===== src/rtl/between_to_uart.sv =====
// Link-side receiver: accepts bytes over a 4-phase tsent/trecieve handshake, buffers them,
// keeps a running CRC8 and replays the buffered bytes as 8N1 UART frames on tx.
module between_to_uart #(
   parameter int          DEPTH        = 16,
   parameter int          CLKS_PER_BIT = 1,
   parameter logic [7:0]  CRC_POLY     = 8'h07
) (
   input  logic                     clk,
   input  logic                     reset,
   input  logic [7:0]               t_data,
   input  logic                     tsent,
   output logic                     trecieve,
   input  logic                     enable,
   input  logic                     tx_pause,
   output logic                     tx,
   output logic [7:0]               crc,
   output logic [$clog2(DEPTH):0]   fifo_count,
   output logic                     busy
);

   localparam int AW = $clog2(DEPTH);
   localparam int BW = (CLKS_PER_BIT > 1) ? $clog2(CLKS_PER_BIT) : 1;
   localparam logic [BW-1:0] BAUD_LAST = BW'(CLKS_PER_BIT - 1);
   localparam logic [AW:0]   FULL      = (AW + 1)'(DEPTH);

   typedef enum logic       {H_IDLE, H_ACK} h_state_t;
   typedef enum logic [1:0] {T_IDLE, T_START, T_DATA, T_STOP} t_state_t;

   function automatic logic [7:0] crc8_step(input logic [7:0] c, input logic [7:0] b);
      logic [7:0] r;
      r = c ^ b;
      for (int i = 0; i < 8; i++) begin
         r = r[7] ? ((r << 1) ^ CRC_POLY) : (r << 1);
      end
      return r;
   endfunction

   logic           ts_meta_q, ts_s_q;
   h_state_t       h_state_q, h_state_d;
   t_state_t       t_state_q, t_state_d;
   logic           trecieve_q, trecieve_d;
   logic           tx_q, tx_d;
   logic [7:0]     crc_q, crc_d;
   logic [AW-1:0]  wr_ptr_q, wr_ptr_d, rd_ptr_q, rd_ptr_d;
   logic [AW:0]    count_q, count_d;
   logic [2:0]     bit_q, bit_d;
   logic [BW-1:0]  baud_q, baud_d;
   logic [7:0]     shift_q, shift_d;
   logic [7:0]     mem [DEPTH];
   logic [7:0]     rd_data;
   logic           push, pop;

   assign rd_data = mem[rd_ptr_q];

   always_comb begin
      h_state_d  = h_state_q;
      t_state_d  = t_state_q;
      trecieve_d = trecieve_q;
      tx_d       = tx_q;
      crc_d      = crc_q;
      bit_d      = bit_q;
      baud_d     = baud_q;
      shift_d    = shift_q;
      push       = 1'b0;
      pop        = 1'b0;

      // Handshake: a full buffer or enable=0 simply withholds the ack (backpressure).
      case (h_state_q)
         H_IDLE: begin
            if (ts_s_q && enable && (count_q < FULL)) begin
               push       = 1'b1;
               crc_d      = crc8_step(crc_q, t_data);
               h_state_d  = H_ACK;
               trecieve_d = 1'b1;
            end
         end
         default: begin
            if (!ts_s_q) begin
               h_state_d  = H_IDLE;
               trecieve_d = 1'b0;
            end
         end
      endcase

      case (t_state_q)
         T_IDLE: begin
            tx_d = 1'b1;
            if ((count_q != '0) && !tx_pause) begin
               pop       = 1'b1;
               shift_d   = rd_data;
               t_state_d = T_START;
               tx_d      = 1'b0;
               baud_d    = '0;
            end
         end
         T_START: begin
            if (baud_q == BAUD_LAST) begin
               baud_d    = '0;
               bit_d     = 3'd0;
               t_state_d = T_DATA;
               tx_d      = shift_q[0];
               shift_d   = shift_q >> 1;
            end else begin
               baud_d = baud_q + BW'(1);
            end
         end
         T_DATA: begin
            if (baud_q == BAUD_LAST) begin
               baud_d = '0;
               if (bit_q == 3'd7) begin
                  t_state_d = T_STOP;
                  tx_d      = 1'b1;
               end else begin
                  bit_d   = bit_q + 3'd1;
                  tx_d    = shift_q[0];
                  shift_d = shift_q >> 1;
               end
            end else begin
               baud_d = baud_q + BW'(1);
            end
         end
         default: begin
            if (baud_q == BAUD_LAST) begin
               baud_d    = '0;
               t_state_d = T_IDLE;
            end else begin
               baud_d = baud_q + BW'(1);
            end
         end
      endcase

      wr_ptr_d = push ? wr_ptr_q + AW'(1) : wr_ptr_q;
      rd_ptr_d = pop  ? rd_ptr_q + AW'(1) : rd_ptr_q;
      case ({push, pop})
         2'b10:   count_d = count_q + (AW + 1)'(1);
         2'b01:   count_d = count_q - (AW + 1)'(1);
         default: count_d = count_q;
      endcase
   end

   always_ff @(posedge clk or posedge reset) begin
      if (reset) begin
         ts_meta_q  <= 1'b0;
         ts_s_q     <= 1'b0;
         h_state_q  <= H_IDLE;
         t_state_q  <= T_IDLE;
         trecieve_q <= 1'b0;
         tx_q       <= 1'b1;
         crc_q      <= 8'h00;
         wr_ptr_q   <= '0;
         rd_ptr_q   <= '0;
         count_q    <= '0;
         bit_q      <= 3'd0;
         baud_q     <= '0;
      end else begin
         ts_meta_q  <= tsent;
         ts_s_q     <= ts_meta_q;
         h_state_q  <= h_state_d;
         t_state_q  <= t_state_d;
         trecieve_q <= trecieve_d;
         tx_q       <= tx_d;
         crc_q      <= crc_d;
         wr_ptr_q   <= wr_ptr_d;
         rd_ptr_q   <= rd_ptr_d;
         count_q    <= count_d;
         bit_q      <= bit_d;
         baud_q     <= baud_d;
      end
   end

   // Storage and the frame shifter hold data only; their contents are meaningless until written.
   always_ff @(posedge clk) begin
      shift_q <= shift_d;
      if (push) begin
         mem[wr_ptr_q] <= t_data;
      end
   end

   assign trecieve   = trecieve_q;
   assign tx         = tx_q;
   assign crc        = crc_q;
   assign fifo_count = count_q;
   assign busy       = (count_q != '0) | (t_state_q != T_IDLE);

endmodule

===== config.mk =====
export PLATFORM = sky130hd
export DESIGN_NAME = between_to_uart
export DESIGN_NICKNAME = d
export VERILOG_FILES = /design/src/rtl/between_to_uart.sv
export SDC_FILE = /design/constraint.sdc
export NUM_CORES = 1
export LEC_CHECK = 0
export BUFFER_PORTS_ARGS = -buffer_cell sky130_fd_sc_hd__clkbuf_2
export CORE_MARGIN = 2
export CORE_UTILIZATION = 25
export DETAILED_ROUTE_END_ITERATION = 16
export PLACE_DENSITY_LB_ADDON = 0.2
export SYNTH_ARGS = -nofsm -noshare
export SYNTH_HDL_FRONTEND = slang
export SYNTH_SLANG_ARGS = --single-unit

===== constraint.sdc =====
create_clock -name clk -period 4.2 [get_ports clk]
set_input_delay 0.42 -clock clk [delete_from_list [all_inputs] [get_ports clk]]
set_output_delay 0.42 -clock clk [all_outputs]
set_load 0.01 [all_outputs]

======== Word-level counts from Yosys, hierarchy flattened ========
Memory sizes are Yosys's and may differ from the RTL's.
Cells that the tools add are included.
storage, ports and cells
  register bits after elaboration ......... 40
  bits of input ports ..................... 13
  bits in writable memories ............... 128
  memories ................................ 1
cells by class
  mux-type cells .......................... 43
  reductions and logical operators ........ 17
  add/subtract/negate cells ............... 6
  bitwise operators ....................... 11
  magnitude comparators ................... 1
  equality and inequality tests ........... 12
memories
  memory  depth  width  rd ports  clocked after memory_dff  wr ports  RTL line  text
  mem     16     8      1         0                         1         49        logic [7:0] mem [DEPTH];
operators by type and width
  cell                                                                 number
  3-bit 2-to-1 mux                                                     11
  8-bit 2-to-1 mux                                                     4
  3-bit inverter                                                       8
  8-bit one-hot mux with 3 select lines                                1
  1-bit 2-to-1 mux                                                     18
  2-bit != test (second input constant)                                6
  2-bit 2-to-1 mux                                                     5
  5-bit one-hot mux with 2 select lines                                1
  5-bit AND reduction                                                  2
  4-bit by 1-bit adder with 4-bit output (second input constant)       2
  2-bit nonzero test                                                   4
  8-bit bitwise XOR                                                    1
  2-bit one-hot mux with 3 select lines                                1
  3-bit one-hot mux with 2 select lines                                1
  5-bit by 1-bit adder with 5-bit output (second input constant)       1
  5-bit < comparator (second input constant)                           1
  5-bit nonzero test                                                   1
  5-bit by 1-bit subtractor with 5-bit output (second input constant)  1
  2-bit by 1-bit == test with 1-bit output (second input constant)     2
  2-bit == test (second input constant)                                2
  2-bit AND reduction                                                  2
  4-bit AND reduction                                                  1
  3-bit by 1-bit adder with 3-bit output (second input constant)       1
  3-bit == test (second input constant)                                1
  10 further kinds                                                     12

======== Depth between registers and ports, before layout ========
Gate-level depths: netlist (run 1).
  depth after elaboration ................. 17
  depth in mapped cells ................... 14
  mapped depth without buffers ............ 11

======== Worst setup path after synthesis (run 1) ========
Ideal clock, no wire load.
  kind .................................... reg2reg
  from .................................... reg count_q[4] (netlist: fifo_count[4])
  to ...................................... reg count_q[4] (netlist: fifo_count[4])
  slack ................................... 1.498 ns
  cell stages (with the launch flop) ...... 14
  data arrival time ....................... 2.573 ns
  buffers on the path ..................... 3
  cells stage by stage .................... dfrtp_1 nor4bb_1 clkbuf_1 buf_2 inv_2 ha_1 clkbuf_1 xor2_1 ha_1 nand2_1 nor2_1 o21ai_0 a31oi_1 xor2_1
on the way
  word-level cells in the longest chain between the ends .. 6
  elaborated cells between the ends (all ways) .. 14
  those cells by class .................... 2 x add/sub; 1 x order compare; 2 x eq/ne; 5 x mux; 4 x reduce/logical
ends and longest elaborated chain
  element                                                                      RTL line  text
  from (decl)                                                                  45        logic [AW:0] count_q, count_d;
  from (signal assigned)                                                       165       count_q <= count_d;
  5-bit < comparator or 5-bit nonzero test (tied branches)                     70, 88
  1-bit logical AND (on tied branches)                                         70, 88
  1-bit 2-to-1 mux (on tied branches)                                          70, 88
  1-bit 2-to-1 mux (on tied branches)                                          68, 85
  2-bit by 1-bit == test with 1-bit output or 2-bit == test (tied branches)    134       case ({push, pop})
  5-bit one-hot mux with 2 select lines or 2-bit nonzero test (tied branches)  --
Several ways; a longest one is shown, not always the timed one.
A chain may end at the register's enable or synchronous reset.

======== Worst setup path after layout (run 1) ========
  from .................................... reg count_q[2] (netlist: fifo_count[2])
  to ...................................... reg count_q[4] (netlist: fifo_count[4])
Same word-level chain as after synthesis.

==> PnR_summary.wiki, run 1 <==
{| class="wikitable"
! Metric !! Value
|-
| Num CTS Buffers || 17
|-
| Max Slew Vio Count || 0
|-
| Fraction of the yosys area taken by sequential cells || 69.60%
|-
| Number of antenna cells inserted || 0
|-
| Arrival time of the worst setup path || 2.98 ns
|-
| Main synth FF type || sky130_fd_sc_hd__edfxtp_1
|-
| Post-DRT Antenna Nets || 0
|-
| Layout Nets || 469
|-
| Status || complete, no violations
|-
| Total gr overflow || 0
|-
| RSZ-0062 raised after global routing || false
|-
| Placeable Area || 27630 µm²
|-
| Hold violation total from the final report || 0
|-
| Required time of the worst setup path || 4.55 ns
|-
| Share of cells above drive strength 1 || 24.84%
|-
| Number of global-route vias before repair || 3675
|-
| Total of flip-flops plus latches after synthesis || 167
|-
| Initial Util || 25.28%
|-
| Number of iterations in the first detailed-routing pass || 4
|-
| CTS tree || done
|-
| Min setup slack post-route || 1.564 ns
|-
| Number of hold buffers added after CTS || 0
|-
| Yosys Warn Count || 0
|-
| Clock transition time at the flip-flop clock pins of the worst setup and hold paths || 0.07 ns
|-
| Timing-limited maximum frequency || 379.4 MHz
|-
| Category of the worst setup path launch point || flop
|-
| Share of synthesized flip-flops with an asynchronous set or reset || 18.56%
|-
| Top post-synthesis cells by count || sky130_fd_sc_hd__edfxtp_1, sky130_fd_sc_hd__mux4_2, sky130_fd_sc_hd__nand2_1
|-
| PwrDens || 679.3 nW/µm²
|-
| Synth top area cells || sky130_fd_sc_hd__edfxtp_1, sky130_fd_sc_hd__dfrtp_1, sky130_fd_sc_hd__mux4_2
|-
| Count of boundary I/O pins || 29
|-
| Slowest CP cell || sky130_fd_sc_hd__dfrtp_1
|-
| Type of destination of the critical path || flop
|-
| RD Place Congestion || 0.7747
|-
| Die extent in x || 171.1 µm
|-
| Worst-case headroom to the max-slew limit || 30.31%
|-
| Total global routing track utilization || 11.05%
|-
| Hpwl dp || 9908 µm
|-
| Number of filler cells placed in the layout || 2791
|-
| Static leakage || 0.002777 µW
|-
| Count of maximum capacitance violations || 0
|-
| Wire per inst || 18.17 µm
|-
| Worst clock skew on the final layout || 0.009836 ns
|-
| Critical path type || flop to flop
|-
| Placement Rows || 61
|-
| Number of endpoints failing setup at the final stage || 0
|-
| Final critical-path share of the clock period || 62.75%
|-
| Synthesized cell area || 6984 µm²
|-
| Pin count of the biggest net entering global routing || 32
|-
| Post-synthesis average cell area || 17.24 µm²
|-
| Peak ir drop on the vdd network || 0.3024 mV
|-
| Total power || 5554 µW
|-
| Die extent in y || 171.1 µm
|-
| Max H-tree Level || 4
|-
| Root cell of the clock tree || sky130_fd_sc_hd__clkbuf_16
|-
| Cells after synthesis || 405
|-
| Worst path top cell family by delay || adder cells
|-
| Number of gates given a new drive strength after cts || 0
|-
| Tightest Pin Transition || 1.041 ns
|-
| Area occupied by multi-input gates || 2004 µm²
|-
| Max FO, Critical Path || 9
|-
| Delay of the slowest critical-path stage || 0.49 ns
|-
| Count of buffer and inverter cells on the critical path || 0
|-
| Area of the die || 29290 µm²
|-
| Mean number of vias per cell || 4.282
|-
| Number of placed instances, taps included || 801
|-
| Detailed Route WL || 15140 µm
|-
| Post-Place Worst Slack || 1.565 ns
|-
| Minimum clock period after layout || 2.636 ns
|-
| Clock tree sinks || 167
|-
| Number of remaining DRC errors || 0
|-
| Number of synthesized flops with an enable pin || 136
|-
| Count of buffers inserted at the top-level ports || 28
|-
| Detailed router's first-iteration violation count || 318
|-
| Via count || 3567
|-
| Most common cell in the synthesized netlist || sky130_fd_sc_hd__edfxtp_1
|-
| Post-route cell area || 8177 µm²
|-
| TNS Setup || 0 ns
|-
| Placed Area || 7585 µm²
|-
| Number of antenna violations at the first check in global routing || 0
|-
| Number of nets in the synthesized netlist || 432
|-
| Yosys top cell area share || 58.47%
|-
| First-pass GRT wire length || 23150 µm
|-
| Worst hold-check path type || input port to async pin
|-
| Leading area contributor after synthesis || sky130_fd_sc_hd__edfxtp_1
|-
| Area used by sequential logic in the layout || 4862 µm²
|-
| Setup Buffers After CTS || 0
|-
| Later-pin clock latency in the skew report || 0.43 ns
|-
| Number of cells in the finished layout apart from fillers || 833
|-
| Maximum buffer depth of the clock tree || 2
|-
| Area added between synthesis and finish || 17.07%
|-
| Sequence of cells on the critical path || nor3_1 > a21oi_1 > and2_1 > ha_1 > xor2_1 > ha_1 > nand2_1 > nor2_1 > o21ai_0 > a31oi_1 > xor2_1
|-
| Number of distinct library cells after synthesis || 43
|}
==> area by class of cell <==
class	instances	area share, %
clock buffer	17	5.203
tap	378	5.784
sequential	167	59.46
clock inverter	15	2.035
inverter	10	0.4591
timing repair buffer	37	2.540
multi-input combinational	209	24.51
==> path summary, 6_finish.rpt <==
path / start / endpoint / slack, ns / cells after the start
min in group clk: tsent / ts_meta_q / 0.10 / 1
min reg2reg: ts_meta_q / ts_s_q / 0.35 / 0
min: reset / ts_s_q / 0.06 / 3
max reg2reg: fifo_count[2] / fifo_count[4] / 1.56 / 11
max: fifo_count[2] / fifo_count[4] / 1.56 / 11
max in group asynchronous: reset / rd_ptr_q[0] / 3.80 / 3
==> per-stage QoR <==
| step | utilization, % | hold WS [ns] |
|---|---|---|
| after global placement | 27.45 | 0.3345 |
| after floorplan | - | 0.3312 |
| after detailed placement | 27.45 | 0.3372 |
| final | 29.59 | 0.06035 |
| after global routing | 29.59 | 0.07446 |
| after CTS | 29.59 | 0.05981 |
==> worst register-to-register path: cells and delay by family (launching register included) <==
family	cells	cell delay (ns)
adder cells (fa/ha/maj)	2	0.62
AND/OR/NAND/NOR	4	0.60
AO/OA/AOI/OAI	3	0.52
flip-flops	1	0.49
XOR/XNOR	2	0.34
==> kinds of logic after synthesis <==
logic type / share of synthesized area (%)
AO/OA/AOI/OAI: 4.515
XOR/XNOR: 5.106
adder cells (fa/ha/maj): 2.508
buffers and inverters: 1.988
AND/OR/NAND/NOR: 4.783
multiplexers: 11.50
flip-flops: 69.60
==> per-layer routing <==
metal | routed length [µm] | track usage, %
met1 | 7083 | 14.33
met2 | 7532 | 18.34
met3 | 366 | 2.498
met4 | 156 | 3.611
met5 | 0 | 0
==> flip-flops by register name, summed over array words and instances, names as in the netlist <==
name,cells
ts_s_q,1
t_state_q,2
mem,128
tx,1
fifo_count,5
bit_q,3
ts_meta_q,1
rd_ptr_q,4
trecieve,1
crc,8
wr_ptr_q,4
h_state_q,1
shift_q,8
==> power by group <==
group	total, µW	switching, µW	leakage [µW]	internal [µW]
clock	1560	674	0.000277	888
sequential	2360	315	0.00161	2050
combinational	1630	804	0.000895	826
==> cell usage in the layout, fill, tap and decap left out, types with 2 or more instances in the layout <==
master | Yosys | layout
sky130_fd_sc_hd__clkbuf_16 | 0 | 17
sky130_fd_sc_hd__nor2_1 | 19 | 19
sky130_fd_sc_hd__mux4_2 | 33 | 33
sky130_fd_sc_hd__nand4_1 | 2 | 2
sky130_fd_sc_hd__mux2_1 | 2 | 2
sky130_fd_sc_hd__a21oi_1 | 5 | 5
sky130_fd_sc_hd__o21ai_0 | 6 | 6
sky130_fd_sc_hd__a221oi_2 | 2 | 2
sky130_fd_sc_hd__nand2b_1 | 4 | 4
sky130_fd_sc_hd__a22oi_1 | 2 | 2
sky130_fd_sc_hd__inv_1 | 9 | 9
sky130_fd_sc_hd__xnor2_1 | 24 | 24
sky130_fd_sc_hd__clkinvlp_4 | 0 | 4
sky130_fd_sc_hd__inv_6 | 0 | 5
sky130_fd_sc_hd__nor3_1 | 5 | 5
sky130_fd_sc_hd__dfrtp_1 | 30 | 29
sky130_fd_sc_hd__o21ai_1 | 10 | 10
sky130_fd_sc_hd__buf_4 | 1 | 9
sky130_fd_sc_hd__ha_1 | 14 | 14
sky130_fd_sc_hd__clkinv_4 | 0 | 2
sky130_fd_sc_hd__clkbuf_2 | 0 | 28
sky130_fd_sc_hd__mux2_2 | 2 | 2
sky130_fd_sc_hd__a31oi_1 | 2 | 2
sky130_fd_sc_hd__a221oi_1 | 5 | 5
sky130_fd_sc_hd__bufinv_16 | 0 | 2
sky130_fd_sc_hd__xor2_1 | 12 | 12
sky130_fd_sc_hd__edfxtp_1 | 136 | 136
sky130_fd_sc_hd__a22o_1 | 7 | 7
sky130_fd_sc_hd__and2_1 | 3 | 3
sky130_fd_sc_hd__nor2b_1 | 6 | 6
sky130_fd_sc_hd__nand2_1 | 32 | 32
No activity file was read; power rests on OpenSTA's default activity.
==> run 2: changes to the inputs <==
clock period = 2.2 ns   (was 4.2 ns; I/O delays follow)
==> run 2 against run 1 <==
First-iteration DRC count down 26%. Combinational power increased by 130%. Fmax grew 26%. Core utilization up 1.4 points. Design area grew 4.8%. Flip-flop and latch count is the same. Clock skew shrank 0.0017 ns. Final cell count is 4.3% higher. Power rose by 100%. Setup slack got worse by 1.5 ns. Sequential power grew 81%. Critical path type unchanged. Largest power group unchanged. Highest routed layer unchanged.
==> PnR_summary.wiki, run 2 (same netlist as run 1, synthesis figures left out) <==
{| class="wikitable"
! Metric !! Value
|-
| RSZ-0062 raised after global routing || true
|-
| Number of filler cells placed in the layout || 2768 (-0.82%)
|-
| Critical path type || flop to flop
|-
| Total gr overflow || 0 (unchanged)
|-
| Peak ir drop on the vdd network || 0.5447 mV (+80%)
|-
| Detailed Route WL || 15040 µm (-0.69%)
|-
| Minimum clock period after layout || 2.095 ns (-0.5410 ns)
|-
| R2R Path Start || rd_ptr_q[0]
|-
| Tightest Pin Transition || 0.5299 ns (-0.5115 ns)
|-
| Num CTS Buffers || 17 (unchanged)
|-
| Arrival time of the worst setup path || 2.26 ns (-0.72 ns)
|-
| Initial Util || 25.28% (unchanged)
|-
| Beginning of the worst hold path || enable
|-
| Met3 track utilization from global routing || 2.082% (-0.42 points)
|-
| Area added between synthesis and finish || 22.72%
|-
| Die extent in x || 171.1 µm (unchanged)
|-
| Pin count of the biggest net entering global routing || 32 (unchanged)
|-
| Clock tree sinks || 167 (unchanged)
|-
| Die extent in y || 171.1 µm (unchanged)
|-
| Count of boundary I/O pins || 29 (unchanged)
|-
| Number of antenna violations at the first check in global routing || 0 (unchanged)
|-
| Detailed router's first-iteration violation count || 234 (-26%)
|-
| Worst-case headroom to the max-slew limit || 64.60% (+34 points)
|-
| Sequence of cells on the critical path || buf_12 > mux4_2 > a22o_1 > a221oi_1 > o21ai_1
|-
| Max Slew Vio Count || 0 (unchanged)
|-
| Worst Setup SP || rd_ptr_q[0]
|-
| Category of the worst setup path launch point || flop
|-
| Timing-limited maximum frequency || 477.4 MHz (+26%)
|-
| Max H-tree Level || 4 (unchanged)
|-
| Max reg flops || 128 (unchanged)
|-
| Placement Rows || 61 (unchanged)
|-
| Worst hold-check path type || input port to flop
|-
| Worst clock skew on the final layout || 0.008175 ns (-0.001661 ns)
|-
| Number of endpoints failing setup at the final stage || 0 (unchanged)
|-
| Hold violation total from the final report || 0 (unchanged)
|-
| Total global routing track utilization || 11.00% (-0.055 points)
|-
| Status || complete, no violations
|-
| Maximum buffer depth of the clock tree || 2 (unchanged)
|-
| Reg with most FFs || mem
|-
| Final hold slack || 0.1989 ns (+0.1385 ns)
|-
| Count of maximum capacitance violations || 0 (unchanged)
|-
| Max FO, Critical Path || 16 (+7)
|-
| Via count || 3671 (+2.9%)
|-
| CTS tree || done
|-
| Root cell of the clock tree || sky130_fd_sc_hd__clkbuf_16
|-
| PwrDens || 1300 nW/µm² (+91%)
|-
| Worst hold endpoint || trecieve
|-
| Hpwl dp || 9978 µm (+0.71%)
|-
| Post-DRT Antenna Nets || 0 (unchanged)
|-
| Delay of the slowest critical-path stage || 0.53 ns (+0.04 ns)
|-
| Hold Path Cell Cnt || 4
|-
| Global-route layer with the greatest usage || met2
|-
| Number of global-route vias before repair || 3921 (+6.7%)
|-
| Met1 Use GR || 13.65% (-0.67 points)
|-
| RD Place Congestion || 0.7569 (-2.3%)
|-
| First-pass GRT wire length || 23550 µm (+1.7%)
|-
| Final critical-path share of the clock period || 95.21% (+32 points)
|-
| Met2 track utilization from global routing || 19.18% (+0.84 points)
|-
| Depth of the worst register-to-register path || 5 (-6)
|-
| Wire per inst || 17.30 µm (-4.8%)
|-
| Number of remaining DRC errors || 0 (unchanged)
|-
| Placeable Area || 27630 µm² (unchanged)
|-
| TNS Setup || 0 ns (unchanged)
|-
| Share of cells above drive strength 1 || 31.57% (+6.7 points)
|-
| Slowest CP cell || sky130_fd_sc_hd__mux4_2
|-
| Type of destination of the critical path || flop
|-
| Count of buffers inserted at the top-level ports || 28 (unchanged)
|-
| Required time of the worst setup path || 2.36 ns (-2.19 ns)
|-
| Number of iterations in the first detailed-routing pass || 6 (+2)
|-
| Layout Nets || 505 (+7.7%)
|-
| Mean number of vias per cell || 4.224 (-1.3%)
|-
| Number of antenna cells inserted || 0 (unchanged)
|-
| Area of the die || 29290 µm² (unchanged)
|-
| Leading cell type in the layout, fill and taps excluded || sky130_fd_sc_hd__edfxtp_1
|-
| Commonest non-fill, non-tap cells in the layout || sky130_fd_sc_hd__edfxtp_1, sky130_fd_sc_hd__buf_4, sky130_fd_sc_hd__mux4_2, sky130_fd_sc_hd__nand2_1
|-
| Worst reg2reg endpoint || shift_q[1]
|-
| Static leakage || 0.003003 µW (+8.1%)
|-
| Setup slack of the worst register-to-register path || 0.11 ns (-1.46 ns)
|-
| Later-pin clock latency in the skew report || 0.42 ns (about the same)
|-
| Clock transition time at the flip-flop clock pins of the worst setup and hold paths || 0.07 ns (about the same)
|}
run 2: cell type report:
cell class              instances  area, µm²  share of cell area [%]
well taps                     378      473.0                   5.518
clock buffers                  18      429.2                   5.007
clock inverters                14      186.4                   2.175
inverters                      10      40.04                  0.4672
multi-input cells             209       2046                   23.87
repair buffers                 73      533.0                   6.219
flip-flops and latches        167       4863                   56.74
run 2: worst max-delay path by stage:
stage,end
after floorplan,fifo_count[4]
after global placement,fifo_count[4]
after detailed placement,fifo_count[4]
after CTS,fifo_count[4]
after global routing,fifo_count[4]
final,shift_q[1]
run 2: power breakdown:
part | switching [µW] | internal (µW) | total (µW)
Clock | 1290 | 1820 | 3110
Combinational | 1880 | 1890 | 3760
Sequential | 364 | 3910 | 4270
run 2: worst max-delay path: cells and delay by family (launching register included):
family / cells / cell delay [ns]
AOI/OAI and AO/OA: 3 / 0.69
buffers and inverters: 1 / 0.20
DFF: 1 / 0.42
muxes: 1 / 0.53
run 2: metal layers:
layer	wire length [µm]	up-vias	part of all wire [%]
li1	-	1695	-
met1	6757	1915	45
met4	206	0	1.4
met5	0	-	0
met3	317	17	2.1
met2	7755	44	52
run 2: stage by stage:
| stage | utilization (%) | setup WS (ns) | std cells | cell area [µm²] | power (µW) |
|---|---|---|---|---|---|
| after floorplan | - | -0.2113 | 405 | 7033 | 6892 |
| after global placement | 28.53 | 0.09765 | 831 | 7881 | 8072 |
| after detailed placement | 28.53 | 0.03714 | 831 | 7881 | 8098 |
| after CTS | 30.83 | 0.01169 | 865 | 8517 | 11250 |
| after global routing | 31.02 | -0.06959 | 869 | 8571 | 11800 |
| final | 31.02 | 0.1054 | 869 | 8571 | 11140 |
run 2: timing repair:
action | 4_1_cts | 5_1_grt
endpoints found under the setup margin | 0 | 11
setup buffers | 0 | 4
hold buffers | 2 | 0
endpoints found under the hold margin | 31 | 0
gates resized for setup | 0 | 6
==> run 3: changes to the inputs <==
CTS_BUF_LIST = sky130_fd_sc_hd__clkbuf_8   (was not set)
==> run 3 against run 2 <==
Design area down 2.5%. Power down 7.0%. Combinational power about the same. Sequential power about the same. Final cell count down 0.35%. Core utilization down 0.77 points. Die area unchanged. Critical path depth unchanged. Critical path type unchanged. Critical endpoint unchanged.
==> PnR_summary.wiki, run 3 (same netlist as run 1, synthesis figures left out) <==
{| class="wikitable"
! Metric !! Value
|-
| Number of antenna cells inserted || 0 (unchanged)
|-
| PwrDens || 1241 nW/µm² (-4.6%)
|-
| Category of the worst setup path launch point || flop
|-
| First-pass GRT wire length || 23460 µm (-0.38%)
|-
| Status || complete, no violations
|-
| Count of buffers inserted at the top-level ports || 28 (unchanged)
|-
| Number of remaining DRC errors || 0 (unchanged)
|-
| Number of iterations in the first detailed-routing pass || 4 (-2)
|-
| Peak ir drop on the vdd network || 0.4331 mV (-20%)
|-
| Placement Rows || 61 (unchanged)
|-
| Type of destination of the critical path || flop
|-
| Required time of the worst setup path || 2.41 ns (+0.05 ns)
|-
| Minimum clock period after layout || 2.096 ns (+0.0009930 ns)
|-
| Setup slack of the worst register-to-register path || 0.10 ns (about the same)
|-
| Placeable Area || 27630 µm² (unchanged)
|-
| Leading cell type in the layout, fill and taps excluded || sky130_fd_sc_hd__edfxtp_1
|-
| Worst-case headroom to the max-slew limit || 62.23% (-2.4 points)
|-
| Via count || 3680 (+0.25%)
|-
| Max FO, Critical Path || 16 (unchanged)
|-
| CTS tree || done
|-
| Max Slew Vio Count || 0 (unchanged)
|-
| Post-Place Worst Slack || 0.03714 ns (unchanged)
|-
| Root cell of the clock tree || sky130_fd_sc_hd__clkbuf_8
|-
| Critical path type || flop to flop
|-
| Die extent in x || 171.1 µm (unchanged)
|-
| Worst hold-check path type || input port to flop
|-
| Clock tree sinks || 167 (unchanged)
|-
| Count of maximum capacitance violations || 0 (unchanged)
|-
| Finished Core Util || 30.25% (-0.77 points)
|-
| Total gr overflow || 0 (unchanged)
|-
| Number of antenna violations at the first check in global routing || 0 (unchanged)
|-
| Arrival time of the worst setup path || 2.30 ns (+0.04 ns)
|-
| Number of placed instances, taps included || 831 (unchanged)
|-
| Hold violation total from the final report || 0 (unchanged)
|-
| Area of the die || 29290 µm² (unchanged)
|-
| Detailed router's first-iteration violation count || 231 (-1.3%)
|-
| Layout Nets || 502 (-0.59%)
|-
| Tightest Pin Transition || 0.5654 ns (+0.03551 ns)
|-
| Timing-limited maximum frequency || 477.2 MHz (about the same)
|-
| Maximum buffer depth of the clock tree || 2 (unchanged)
|-
| Area added between synthesis and finish || 19.65%
|-
| Final critical-path share of the clock period || 95.25% (about the same)
|-
| Max reg flops || 128 (unchanged)
|-
| RSZ-0062 raised after global routing || true
|-
| Max H-tree Level || 4 (unchanged)
|-
| Switching part of the total || 33.22% (+1.6 points)
|-
| Reg with most FFs || mem
|-
| Portion of total power attributed to the clock network || 22.7% (-5.2 points)
|-
| Detailed Route WL || 14990 µm (-0.32%)
|-
| Post-DRT Antenna Nets || 0 (unchanged)
|-
| Portion of total power attributed to sequential cells || 41.2% (+2.9 points)
|-
| Wire per inst || 17.31 µm (about the same)
|-
| Commonest non-fill, non-tap cells in the layout || sky130_fd_sc_hd__edfxtp_1, sky130_fd_sc_hd__buf_4, sky130_fd_sc_hd__mux4_2, sky130_fd_sc_hd__nand2_1
|-
| RD Place Congestion || 0.7569 (unchanged)
|-
| Hpwl dp || 9978 µm (unchanged)
|-
| Number of endpoints failing setup at the final stage || 0 (unchanged)
|-
| Initial Util || 25.28% (unchanged)
|-
| Number of cells in the finished layout apart from fillers || 866 (-0.35%)
|-
| Mean number of vias per cell || 4.249 (+0.59%)
|-
| Share of cells above drive strength 1 || 31.15% (-0.42 points)
|-
| Worst clock skew on the final layout || 0.01169 ns (+0.003518 ns)
|-
| Internal power component || 6924 µW (-9.1%)
|-
| Static leakage || 0.002906 µW (-3.2%)
|-
| Later-pin clock latency in the skew report || 0.47 ns (+0.05 ns)
|-
| NetSw || 3445 µW (-2.4%)
|-
| Clock transition time at the flip-flop clock pins of the worst setup and hold paths || 0.09 ns (+0.02 ns)
|-
| Number of global-route vias before repair || 3912 (-0.23%)
|-
| Total global routing track utilization || 10.98% (-0.016 points)
|-
| Count of boundary I/O pins || 29 (unchanged)
|-
| Pin count of the biggest net entering global routing || 32 (unchanged)
|-
| Die extent in y || 171.1 µm (unchanged)
|-
| Placed Area || 7881 µm² (unchanged)
|-
| Post-route cell area || 8357 µm² (-2.5%)
|-
| TNS Setup || 0 ns (unchanged)
|-
| Min setup slack post-route || 0.1044 ns (-0.0009930 ns)
|-
| Logic pwr share || 36.1% (+2.3 points)
|-
| Num CTS Buffers || 17 (unchanged)
|-
| Number of filler cells placed in the layout || 2793 (+0.90%)
|}
## run 3: cell types whose count changed in the layout (fill, tap and decap cells not counted)
cell | before | now
sky130_fd_sc_hd__inv_1 | 9 | 10
sky130_fd_sc_hd__clkbuf_1 | 1 | 0
sky130_fd_sc_hd__buf_4 | 39 | 36
sky130_fd_sc_hd__clkbuf_8 | 0 | 17
sky130_fd_sc_hd__clkbuf_16 | 17 | 0
## run 3: power groups by stage
stage	clock network [µW]	registers, µW	logic, µW
global route	2560	4330	4110
detailed placement	0	4330	3770
CTS	2440	4260	3790
finish	2350	4270	3740
global placement	0	4310	3760
floorplan	0	4270	2620
## run 3: area by class of cell
cell class / count / area, µm² / area share [%]
clock inverter: 15 / 190.2 / 2.276
inverter: 10 / 40.04 / 0.4791
timing repair buffer: 70 / 510.5 / 6.109
multi-input combinational: 209 / 2046 / 24.48
sequential: 167 / 4863 / 58.20
tap: 378 / 473.0 / 5.660
clock buffer: 17 / 234.0 / 2.800
## run 3: through the flow
step	hold WS (ns)	total power, µW
finish	0.1566	10370
global route	0.1350	11000
CTS	0.1244	10490
detailed placement	0.3347	8098
global placement	0.3091	8072
floorplan	0.2514	6892
## run 3: worst paths after layout
path                             start    endpoint  cells after the start
max in group asynchronous        reset          tx                      4
setup reg to reg           rd_ptr_q[0]  shift_q[1]                      5
hold / removal                  enable   h_state_q                      4
hold reg to reg              ts_meta_q      ts_s_q                      0
min in group asynchronous        reset      crc[2]                      4
setup / recovery           rd_ptr_q[0]  shift_q[1]                      5
## run 3: per-layer routing
| layer | wire length (µm) | part of all wire [%] | track usage (%) |
|---|---|---|---|
| met1 | 6673 | 45 | 13.61 |
| met2 | 7750 | 52 | 19.13 |
| met3 | 349 | 2.3 | 1.804 |
| met4 | 214 | 1.4 | 4.311 |
| met5 | 0 | 0 | 0 |
## run 3: timing repair
item                                   CTS  global route
setup buffers                            0             1
setup endpoints to repair                0            10
hold buffers                             2             0
endpoints found under the hold margin   31             0
resized for setup                        0             6
## run 3: critical path, stage by stage, from the launching register on
cell and delay (ns):
sky130_fd_sc_hd__dfrtp_2 0.43, sky130_fd_sc_hd__buf_12 0.20, sky130_fd_sc_hd__mux4_2 0.53, sky130_fd_sc_hd__a22o_1 0.29, sky130_fd_sc_hd__a221oi_1 0.30, sky130_fd_sc_hd__o21ai_1 0.10
